$ cat src/rtl/add_pkg.sv
// Shared types and constants for the nibble-serial adder.
package add_pkg;

  localparam int unsigned NibW = 4;

  typedef enum logic [1:0] {
    StIdle,
    StRun,
    StDone
  } state_e;

endpackage

$ cat src/rtl/nib_add4.sv
// Combinational 4-bit adder slice with carry in and carry out.
module nib_add4
  import add_pkg::*;
(
  input  logic [NibW-1:0] a,
  input  logic [NibW-1:0] b,
  input  logic            ci,
  output logic [NibW-1:0] s,
  output logic            co
);

  logic [NibW:0] sum;

  assign sum = {1'b0, a} + {1'b0, b} + {{NibW{1'b0}}, ci};
  assign s   = sum[NibW-1:0];
  assign co  = sum[NibW];

endmodule

$ cat src/rtl/add16_seq.sv
// Sequential adder: one shared 4-bit slice stepped over N_NIB nibbles, LS nibble first.
module add16_seq
  import add_pkg::*;
#(
  parameter int unsigned N_NIB = 4
) (
  input  logic                clk,
  input  logic                rst_n,
  input  logic                start,
  input  logic [NibW*N_NIB-1:0] a,
  input  logic [NibW*N_NIB-1:0] b,
  input  logic                ci,
  output logic                ready,
  output logic                busy,
  output logic                done,
  output logic [NibW*N_NIB-1:0] s,
  output logic                co,
  output logic                ovf
);

  localparam int unsigned W    = NibW * N_NIB;
  localparam int unsigned CntW = (N_NIB > 1) ? $clog2(N_NIB) : 1;

  state_e          state_q, state_d;
  logic [CntW-1:0] cnt_q, cnt_d;
  logic [W-1:0]    a_q, a_d, b_q, b_d, s_q, s_d;
  logic            carry_q, carry_d, co_q, co_d, ovf_q, ovf_d;

  logic [NibW-1:0] nib_a, nib_b, nib_s;
  logic            nib_co;

  assign nib_a = a_q[NibW*int'(cnt_q) +: NibW];
  assign nib_b = b_q[NibW*int'(cnt_q) +: NibW];

  nib_add4 u_slice (
    .a  (nib_a),
    .b  (nib_b),
    .ci (carry_q),
    .s  (nib_s),
    .co (nib_co)
  );

  always_comb begin
    state_d = state_q;
    cnt_d   = cnt_q;
    a_d     = a_q;
    b_d     = b_q;
    carry_d = carry_q;
    s_d     = s_q;
    co_d    = co_q;
    ovf_d   = ovf_q;
    unique case (state_q)
      StIdle, StDone: begin
        if (start) begin
          state_d = StRun;
          a_d     = a;
          b_d     = b;
          carry_d = ci;
          cnt_d   = '0;
        end else begin
          state_d = StIdle;
        end
      end
      StRun: begin
        s_d[NibW*int'(cnt_q) +: NibW] = nib_s;
        carry_d = nib_co;
        cnt_d   = cnt_q + CntW'(1);
        if (cnt_q == CntW'(N_NIB - 1)) begin
          state_d = StDone;
          co_d    = nib_co;
          // Carry into the MSB is recovered from the slice's top sum bit.
          ovf_d   = nib_co ^ (nib_a[NibW-1] ^ nib_b[NibW-1] ^ nib_s[NibW-1]);
        end
      end
      default: state_d = StIdle;
    endcase
  end

  always_ff @(posedge clk or negedge rst_n) begin
    if (!rst_n) begin
      state_q <= StIdle;
      cnt_q   <= '0;
      a_q     <= '0;
      b_q     <= '0;
      carry_q <= 1'b0;
      s_q     <= '0;
      co_q    <= 1'b0;
      ovf_q   <= 1'b0;
    end else begin
      state_q <= state_d;
      cnt_q   <= cnt_d;
      a_q     <= a_d;
      b_q     <= b_d;
      carry_q <= carry_d;
      s_q     <= s_d;
      co_q    <= co_d;
      ovf_q   <= ovf_d;
    end
  end

  assign ready = (state_q != StRun);
  assign busy  = (state_q == StRun);
  assign done  = (state_q == StDone);
  assign s     = s_q;
  assign co    = co_q;
  assign ovf   = ovf_q;

endmodule

$ cat config.mk
export PLATFORM = sky130hd
export DESIGN_NAME = add16_seq
export DESIGN_NICKNAME = d
export VERILOG_FILES = /design/src/rtl/add_pkg.sv /design/src/rtl/nib_add4.sv /design/src/rtl/add16_seq.sv
export SDC_FILE = /design/constraint.sdc
export NUM_CORES = 1
export LEC_CHECK = 0
export CELL_PAD_IN_SITES_DETAIL_PLACEMENT = 1
export CELL_PAD_IN_SITES_GLOBAL_PLACEMENT = 1
export CORE_ASPECT_RATIO = 0.5
export CORE_MARGIN = 2
export CORE_UTILIZATION = 43
export CTS_BUF_LIST = sky130_fd_sc_hd__clkbuf_8
export DETAILED_ROUTE_END_ITERATION = 10
export PLACE_DENSITY = 0.83
export SYNTH_ARGS = -nofsm -noshare
export SYNTH_HDL_FRONTEND = slang
export SYNTH_SLANG_ARGS = --single-unit
$ cat constraint.sdc
create_clock -name clk -period 3.37 [get_ports clk]
set_input_delay 0.337 -clock clk [delete_from_list [all_inputs] [get_ports clk]]
set_output_delay 0.337 -clock clk [all_outputs]
set_load 0.02 [all_outputs]
==> run metrics, run 1 <==
Pleak 1.387 nW; RD Place Congestion 0.7491; RSZ-0062 raised after global routing no; Avg Inst Size Synth 15.64 um^2; slew margin rel. 48.60%; WS Path Type register to register; TritonRoute pass-1 iters 4; Inserted Diodes 0; max cap viols 0; Std-Cell Rows 19; vias in the first global route 1786; final hold viol count 0; Post-CTS Setup Bufs 0; Max FO, Critical Path 8; drt total wl 5377 um; setup slack at placement 0.4493 ns; Final Critical Period 2.903 ns; power per cell area 1073 mW/mm^2; vias per std cell 5.333; Synth cell types 29; CP max stage cell dfrtp_1; Final Cycle Share 86.14%; register bit total from synthesis 55; sequential area share after synthesis 54.32%; Crit path arrival time 3.10 ns; CP dominant cell by count fa_1; worst slew pin tran 0.7676 ns; die height 58.28 um; I/O pin cnt 57; antenna violations before repair 0; gr busiest metal met2; Finish-stage setup viols 0; CP peak stage delay 0.63 ns; max frequency 0.3445 GHz; Layout Skew 0.007515 ns; Clock Path Buffers 2; ys async rst share 100.0%; worst path buffer plus inverter count 0; Layout area overhead 28.44%; Clock Tree Root clkbuf_8; max-slew violations 0; PortBufs 56; Yosys warning count 0; CTS Hold Bufs 0; total gr overflow 0; CP endpoint kind register; Synth Instances 162; CTS Sinks 55; die width 112.6 um; clock latency on the worst-skew pair 0.31 ns; syn nets 209; number of enable flip-flop cells after synthesis 0; first-pass GRT wire length 9197 um; post-route setup slack 0.4670 ns; met2 Use GR 32.59%; DR DRC count 0; post-DP HPWL 4225 um; Top delay family on crit path adder cells; worst-case reg-to-reg path depth 7; post-cts sizing count 0; Die ar. 0.006560 mm^2; M1 GR Usage 23.49%; total CTS buffers 5; WP depth 7; setup TNS 0 ns; CP startpoint kind register; H-tree Lvls 2; total power 3.492 mW; Final ANT Viol Nets 0; Synth Flop Type dfrtp_1; Peak VDD IR 400.9 uV; CP cell instances mux4_2 -> fa_1 -> fa_1 -> a21o_1 -> a21oi_1 -> xnor2_1 -> o21ai_0; core area 0.005587 mm^2; GR Util All Layers 18.35%; Initial Utilization 45.35%; TritonCTS clock tree built; met3 usage 3.870%; Total Nets Final 270; clock-pin slew on the worst setup and hold paths 0.09 ns; layout cell share with drive strength beyond 1 28.13%; post-synth design cell area 0.002534 mm^2; via count 1584; status finished, final reports clean; Hold Slack 0.04412 ns; Worst Path Required 3.57 ns; Hold WC Path Type primary input to async pin; DR iter-0 viols 45; drt wl/cell 18.10 um; largest net degree at the start of global routing 29
## report_power, final
part / internal (mW) / switching, mW
registers: 0.958 / 0.213
clock network: 0.141 / 0.208
logic: 0.947 / 1.03
## kinds of logic after synthesis
logic type	share of synthesized area, %
AO/OA/AOI/OAI	8.395
XOR/XNOR	1.037
adder cells (fa/ha/maj)	6.025
buffers and inverters	2.370
flip-flops	54.32
multiplexers	21.33
AND/OR/NAND/NOR	6.518
## routing by layer
layer	share of wire, %	up-vias
met1	43	827
li1	-	720
met4	0.93	0
met2	52	32
met5	0	-
met3	3.5	5
## cells in the final DEF (no fill, tap or decap)
master,count
clkinv_2,1
ha_1,9
a21oi_2,1
dfrtp_1,55
nand2_1,5
inv_1,4
mux4_2,8
nand2_4,1
a21oi_1,1
nor2b_1,1
nor4_4,1
nor2_1,1
xnor2_1,2
nand2b_4,1
o21ai_0,4
nor4b_4,3
a22o_1,17
a22oi_1,1
mux2_2,32
nor2b_2,1
fa_1,2
nand2_2,2
o21bai_1,1
buf_4,4
clkdlybuf4s50_1,55
a21o_1,2
inv_2,1
buf_2,1
clkbuf_8,5
clkinv_4,1
xor2_1,1
## area by class of cell
class                           instances  area (um^2)
Fill cell                             550         2332
Sequential cell                        55         1376
Multi-Input combinational cell         97         1100
Timing Repair Buffer                   60        585.6
Tap cell                               73        91.34
Clock buffer                            5        68.82
Inverter                                4        20.02
Clock inverter                          3        12.51
## final timing paths
| check | slack (ns) | end | startpoint |
|---|---|---|---|
| max in group asynchronous | 2.52 | co | rst_n |
| hold / removal | 0.04 | a_q[11] | rst_n |
| min in group clk | 0.52 | a_q[7] | a_q[7] |
| setup reg to reg | 0.47 | ovf | cnt_q[0] |
| setup / recovery | 0.47 | ovf | cnt_q[0] |
| hold reg to reg | 0.52 | a_q[7] | a_q[7] |
## cell usage after synthesis, types with 2 or more instances
master | instances | area (um^2)
ha_1 | 9 | 112.6
mux2_2 | 32 | 360.4
nand2_1 | 5 | 18.77
mux4_2 | 8 | 180.2
nor2b_1 | 2 | 12.51
nand2_2 | 2 | 12.51
fa_1 | 2 | 40.04
nor4b_4 | 3 | 71.32
o21ai_0 | 4 | 20.02
a21o_1 | 2 | 15.01
xnor2_1 | 2 | 17.52
buf_4 | 2 | 15.01
dfrtp_1 | 55 | 1376
buf_2 | 2 | 10.01
inv_1 | 2 | 7.510
a22o_1 | 17 | 148.9
## stage by stage
| stage | std cells | utilization, % | area (um^2) |
|---|---|---|---|
| floorplan | 162 | - | 2534 |
| detailed placement | 289 | 56.80 | 3173 |
| CTS | 297 | 58.25 | 3254 |
| global placement | 289 | 56.80 | 3173 |
| finish | 297 | 58.25 | 3254 |
| global route | 297 | 58.25 | 3254 |
## flip-flops by register name, indices dropped and copies added, names as in the netlist
| register | flops |
|---|---|
| ovf | 1 |
| co | 1 |
| a_q | 16 |
| cnt_q | 2 |
| state_q | 2 |
| carry_q | 1 |
| b_q | 16 |
| s | 16 |
No activity file was read; power rests on OpenSTA's default activity.
==> run 2: changes to the inputs <==
- ABC_AREA: unset -> 1
- CORE_UTILIZATION: 43 -> 46
- DONT_BUFFER_PORTS: unset -> 1
- PLACE_DENSITY: 0.83 -> 0.74
==> run 2 against run 1 <==
Effect of this change:
- clock-buffer cell count unchanged
- flip-flop and latch count unchanged
- critical endpoint unchanged
- critical path depth rose by 4
- core utilization decreased by 6.5 points
- total power grew 0.30%
==> run metrics, run 2 <==
top-count cell post-synth dfrtp_1; Hold Path End b_q[5]; CP max stage cell dfrtp_1; Worst Path Required 3.58 ns (about the same); number of enable flip-flop cells after synthesis 0 (unchanged); max cap viols 0 (unchanged); Crit path arrival time 3.17 ns (+0.07 ns); setup TNS 0 ns (unchanged); mux cell area share after synthesis 16.97% (-4.4 points); total power 3.503 mW (+0.30%); Peak VDD IR 513.1 uV (+28%); antenna violations before repair 0 (unchanged); Initial Utilization 48.69% (+3.3 points); WS Path Type register to register; post-cts sizing count 0 (unchanged); PortBufs 0 (-100%); beginning of the worst hold path b[5]; status finished, final reports clean; Top delay family on crit path adder cells; Layout Skew 0.005723 ns (-0.001792 ns); CTS Sinks 55 (unchanged); main combinational cell family by area after synthesis multiplexers; CP startpoint kind register; slew margin rel. 59.41% (+11 points); vias per std cell 5.625 (+5.5%); cell taking the most area after synthesis dfrtp_1; ys async rst share 100.0% (unchanged); top-area cell type share of the netlist area 50.60% (-3.7 points); drt wl/cell 18.63 um (+2.9%); layout cell share with drive strength beyond 1 22.67% (-5.5 points); via count 1800 (+14%); Total Nets Final 293 (+8.5%); CTS Hold Bufs 2 (+2); Max FO, Critical Path 12 (+4); most frequent cells in the layout 55 x dfrtp_1, 27 x nand2_1, 27 x mux2_4, 24 x o21ai_0, 19 x nor2_1; H-tree Lvls 2 (unchanged); Commonest cells post-synth 55 x dfrtp_1, 27 x mux2_4, 27 x nand2_1, 24 x o21ai_0, 19 x nor2_1; Std-Cell Rows 19 (unchanged); post-synth design cell area 0.002720 mm^2 (+7.4%); first-pass GRT wire length 9915 um (+7.8%); register bit total from synthesis 55 (unchanged); Die ar. 0.006582 mm^2 (+0.34%); CP dominant cell by count nand2_1; total CTS buffers 5 (unchanged); RD Place Congestion 0.7873 (+5.1%); TritonRoute pass-1 iters 4 (unchanged); Crit Reg-Reg Startpoint cnt_q[1]; die height 58.38 um (+0.16%); CP endpoint kind register; clock latency on the worst-skew pair 0.31 ns (about the same); max-slew violations 0 (unchanged); adder-cell share of the synthesized area 5.612% (-0.41 points); Synth Flop Type dfrtp_1; final hold viol count 0 (unchanged); post-DP HPWL 4420 um (+4.6%); Synth Instances 243 (+50%); DR DRC count 0 (unchanged); complex-gate fraction of the synthesized area 10.72% (+2.3 points); Post-Synth Simple-Gate Area 10.95% (+4.4 points); Avg Inst Size Synth 11.19 um^2 (-28%); post-synthesis xor/xnor area fraction 0.3220% (-0.72 points); Hold WC Path Type primary input to register; Layout area overhead 6.210%; Clock Tree Root clkbuf_8; I/O pin cnt 57 (unchanged); CP peak stage delay 0.58 ns (-0.05 ns); max frequency 0.3388 GHz (-1.6%); clock-pin slew on the worst setup and hold paths 0.09 ns (about the same); core area 0.005587 mm^2 (unchanged); Final ANT Viol Nets 0 (unchanged); RSZ-0062 raised after global routing no; Inserted Diodes 0 (unchanged); sequential area share after synthesis 50.60% (-3.7 points); power per cell area 1212 mW/mm^2 (+13%); Yosys warning count 0 (unchanged); GR Util All Layers 19.86% (+1.5 points); die width 112.8 um (+0.17%); worst-case reg-to-reg path depth 11 (+4); Post-CTS Setup Bufs 0 (unchanged); worst path buffer plus inverter count 1 (+1); Clock Path Buffers 2 (unchanged); worst slew pin tran 0.6089 ns (-0.1587 ns); drt total wl 5963 um (+11%); largest net degree at the start of global routing 56 (+93%); most common library cell in the layout ignoring fill and taps dfrtp_1; Hold Slack 0.1619 ns (+0.1178 ns); syn nets 290 (+39%); reg2reg end ovf; CP cell instances clkinv_1 -> o21ai_0 -> o22ai_1 -> fa_1 -> fa_1 -> nand2_1 -> nand2_1 -> a21oi_1 -> nand3_1 -> nand3_1 -> nand2_1; TritonCTS clock tree built; DR iter-0 viols 59 (+31%); Final Critical Period 2.952 ns (+0.04853 ns); vias in the first global route 1961 (+9.8%); Final Cycle Share 87.58% (+1.4 points); Pleak 1.384 nW (-0.18%); largest cells by area after synthesis dfrtp_1 51%, mux2_4 15%, o21ai_0 4.4%, ha_1 4.1%, nand2_1 3.7%; total gr overflow 0 (unchanged); worst reg-to-reg setup slack 0.42 ns (-0.05 ns); Synth cell types 29 (unchanged); Worst Hold Path Cells 1; Finish-stage setup viols 0 (unchanged)
==> run 2: per-stage QoR <==
step	worst slack (ns)	instance area, um^2	std cells	util [%]
after floorplan	1.013	2720	243	-
after global placement	0.6795	2770	310	49.59
final	0.4185	2889	320	51.71
after detailed placement	0.4626	2770	310	49.59
after global routing	0.1564	2889	320	51.71
after CTS	0.4384	2889	320	51.71
==> run 2: cells by family after synthesis <==
group	Yosys count
and+or+nand+nor	65
AOI/OAI and AO/OA	51
muxes	32
xor gates and xnor gates	1
DFF	55
buffers and inverters	28
adders and majority gates	11
==> run 2: how the worst max path moves through the flow <==
stage / slack (ns) / endpoint / start / cells after the start
detailed placement: 0.46 / ovf / cnt_q[1] / 11
global placement: 0.68 / s[6] / cnt_q[1] / 9
floorplan: 1.01 / ovf / cnt_q[1] / 11
CTS: 0.44 / ovf / cnt_q[1] / 11
global route: 0.16 / ovf / cnt_q[1] / 11
finish: 0.42 / ovf / cnt_q[1] / 11
==> run 2: routing by layer <==
layer	track usage (%)	up-vias	part of all wire, %
li1	-	834	-
met1	25.57	911	45
met2	31.91	43	47
met3	5.973	12	5.6
met4	8.711	0	2.3
met5	0	-	0
==> run 2: area by class of cell <==
| class | count | area, um^2 |
|---|---|---|
| fillers | 636 | 2698 |
| flip-flops and latches | 55 | 1376 |
| multi-input cells | 160 | 1212 |
| well taps | 73 | 91.34 |
| inverters | 20 | 75.07 |
| clock buffers | 5 | 68.82 |
| repair buffers | 4 | 52.55 |
| clock inverters | 3 | 12.51 |
==> run 2: worst register-to-register path: stages (launching register included) <==
cell and delay (ns):
dfrtp_1 0.58, clkinv_1 0.43, o21ai_0 0.22, o22ai_1 0.12, fa_1 0.44, fa_1 0.42
nand2_1 0.11, nand2_1 0.07, a21oi_1 0.22, nand3_1 0.11, nand3_1 0.08, nand2_1 0.05
==> run 2: report_power, final <==
group	internal [mW]	switching [mW]
registers	0.968	0.346
logic	0.759	1.08
clock network	0.140	0.208
total	1.87	1.64
==> run 3: changes to the inputs <==
- CORE_MARGIN: 2 -> 4
- PLACE_DENSITY: 0.74 -> 0.75
- SYNTH_HIERARCHICAL: unset -> 1
==> run 3 against run 2 <==
Effect of this change:
- final cell count up 4.7%
- final area down 2.1%
- worst hold slack better by 0.0068 ns
==> run metrics, run 3 <==
status finished, final reports clean; top-area cell type share of the netlist area 51.40% (+0.80 points); post-cts sizing count 0 (unchanged); sequential area share after synthesis 51.40% (+0.80 points); Std-Cell Rows 19 (unchanged); total CTS buffers 5 (unchanged); first-pass GRT wire length 9998 um (+0.84%); Worst Path Required 3.58 ns (about the same); Die ar. 0.007180 mm^2 (+9.1%); Final ANT Viol Nets 0 (unchanged); CP peak stage delay 0.58 ns (about the same); most common library cell in the layout ignoring fill and taps dfrtp_1; max cap viols 0 (unchanged); Hold Slack 0.1687 ns (+0.006757 ns); TritonCTS clock tree built; most frequent cells in the layout 55 x dfrtp_1, 32 x nand2_1, 32 x o21ai_0, 30 x mux2_2, 24 x inv_1; CP cell instances inv_2 -> o21ai_0 -> o22ai_1 -> fa_1 -> inv_1 -> fa_1 -> o21ai_1 -> inv_1 -> nand2_1 -> nand2_1 -> inv_1 -> nand2_1 -> nand3_1 -> nand3_1 -> nand2_1 -> inv_1; Layout area overhead 5.654%; # fillers 646 (+1.6%); drt wl/cell 18.16 um (-2.6%); final hold viol count 0 (unchanged); met2 Use GR 29.93% (-2.0 points); via count 1836 (+2.0%); Clock Path Buffers 2 (unchanged); RD Place Congestion 0.8489 (+7.8%); clock latency on the worst-skew pair 0.31 ns (about the same); main combinational cell family by area after synthesis simple AND/OR/NAND/NOR gates; I/O pin cnt 57 (unchanged); Hold WC Path Type primary input to register; slew margin rel. 66.39% (+7.0 points); total gr overflow 0 (unchanged); max frequency 0.3350 GHz (-1.1%); Final Cycle Share 88.58% (+1.0 points); antenna violations before repair 0 (unchanged); post-route setup slack 0.3849 ns (-0.03362 ns); worst-case reg-to-reg path depth 16 (+5); Max FO, Critical Path 21 (+9); drt total wl 6083 um (+2.0%); Inserted Diodes 0 (unchanged); max-slew violations 0 (unchanged); Crit path arrival time 3.19 ns (+0.02 ns); vias per std cell 5.481 (-2.6%); reg2reg end ovf; number of enable flip-flop cells after synthesis 0 (unchanged); gr busiest metal met2; adder-cell share of the synthesized area 5.234% (-0.38 points); Post-Synth Simple-Gate Area 12.76% (+1.8 points); GR Util All Layers 18.22% (-1.6 points); die width 115.9 um (+2.8%); setup slack at placement 0.4411 ns (-0.02147 ns); complex-gate fraction of the synthesized area 11.31% (+0.59 points); PortBufs 0 (unchanged); vias in the first global route 1932 (-1.5%); worst path buffer plus inverter count 5 (+4); post-synthesis xor/xnor area fraction 0.3271% (+0.0051 points); Post-CTS Setup Bufs 0 (unchanged); Synth Flop Type dfrtp_1; mux cell area share after synthesis 12.62% (-4.4 points); Top delay family on crit path adder cells; Layout Skew 0.008699 ns (+0.002976 ns); DR iter-0 viols 93 (+58%); largest net degree at the start of global routing 56 (unchanged); Synth Instances 259 (+6.6%); post-layout util 50.85% (-0.86 points); Yosys warning count 6 (+6); worst reg-to-reg setup slack 0.38 ns (-0.03 ns); die height 61.95 um (+6.1%); DR DRC count 0 (unchanged); layout cell share with drive strength beyond 1 19.85% (-2.8 points); Final Critical Period 2.985 ns (+0.03362 ns); TritonRoute pass-1 iters 4 (unchanged); CP startpoint kind register; cell taking the most area after synthesis dfrtp_1; Synth cell types 28 (-3.4%); RSZ-0062 raised after global routing no; worst slew pin tran 0.5042 ns (-0.1047 ns); setup TNS 0 ns (unchanged); largest cells by area after synthesis dfrtp_1 51%, mux2_2 13%, o21ai_0 6.0%, nand2_1 4.5%, ha_1 3.7%; post-synth design cell area 0.002678 mm^2 (-1.6%); Clock Tree Root clkbuf_8; CTS Sinks 55 (unchanged); Total Nets Final 307 (+4.8%); WS Path Type register to register; WP depth 16 (+5); syn nets 305 (+5.2%); Critical Path Sink ovf; clock-pin slew on the worst setup and hold paths 0.10 ns (about the same); Avg Inst Size Synth 10.34 um^2 (-7.6%); top-count cell post-synth dfrtp_1; Finish-stage setup viols 0 (unchanged); ys async rst share 100.0% (unchanged); CP endpoint kind register; Critical path origin cnt_q[0]; core area 0.005563 mm^2 (-0.43%); Commonest cells post-synth 55 x dfrtp_1, 32 x nand2_1, 32 x o21ai_0, 30 x mux2_2, 22 x inv_1; M1 GR Usage 23.51% (-2.1 points); Initial Utilization 48.13% (-0.56 points); H-tree Lvls 2 (unchanged); post-DP HPWL 4507 um (+2.0%); register bit total from synthesis 55 (unchanged); CP max stage cell dfrtp_1; met3 usage 7.253% (+1.3 points); Crit Reg-Reg Startpoint cnt_q[0]
[run 3: timing repair]
| item | CTS | global route |
|---|---|---|
| hold buffers | 2 | 0 |
| endpoints found under the setup margin | 0 | 0 |
| endpoints found under the hold margin | 55 | 0 |
[run 3: per-stage QoR]
step | area [um^2] | cells
5_1_grt | 2829 | 335
3_5_place_dp | 2710 | 325
4_1_cts | 2829 | 335
3_3_place_gp | 2710 | 325
6_report | 2829 | 335
2_1_floorplan | 2678 | 259
[run 3: routing by layer]
layer,part of all wire [%],routed length (um)
met5,0,0
met4,0.62,38
met3,7.4,448
met2,46,2797
met1,46,2799
[run 3: cell type report]
class	count	area, um^2	share of cell area, %
tap	73	91.34	3.229
clock buffer	5	68.82	2.433
sequential	55	1376	48.65
timing repair buffer	3	45.04	1.592
inverter	27	103.9	3.671
multi-input combinational	169	1131	39.98
clock inverter	3	12.51	0.4423
[run 3: worst min path at each step]
stage / to / startpoint / depth (start not counted)
after floorplan: a_q[0] / rst_n / 0
after global placement: a_q[10] / rst_n / 0
after detailed placement: a_q[1] / rst_n / 0
after CTS: b_q[13] / b[13] / 1
after global routing: b_q[12] / b[12] / 1
final: a_q[6] / a[6] / 1
[run 3: cells by family (layout without fill, tap and decap cells)]
logic type,count (synthesis),after routing
AO/OA/AOI/OAI,54,54
adder cells (fa/ha/maj),10,10
buffers and inverters,35,38
XOR/XNOR,1,1
flip-flops,55,55
AND/OR/NAND/NOR,74,74
multiplexers,30,30
[run 3: worst reg2reg max path, cell delays in order, from the launching register on]
cell,delay (ns)
dfrtp_1,0.58
inv_2,0.37
o21ai_0,0.14
o22ai_1,0.21
fa_1,0.28
inv_1,0.08
fa_1,0.40
o21ai_1,0.24
inv_1,0.08
nand2_1,0.07
nand2_1,0.06
inv_1,0.07
nand2_1,0.07
nand3_1,0.07
nand3_1,0.07
nand2_1,0.06
inv_1,0.03
Power of run 3 is left out: the tool's default activity adds up to more than one toggle a clock period on the data nets, which glitch-free logic cannot reach.
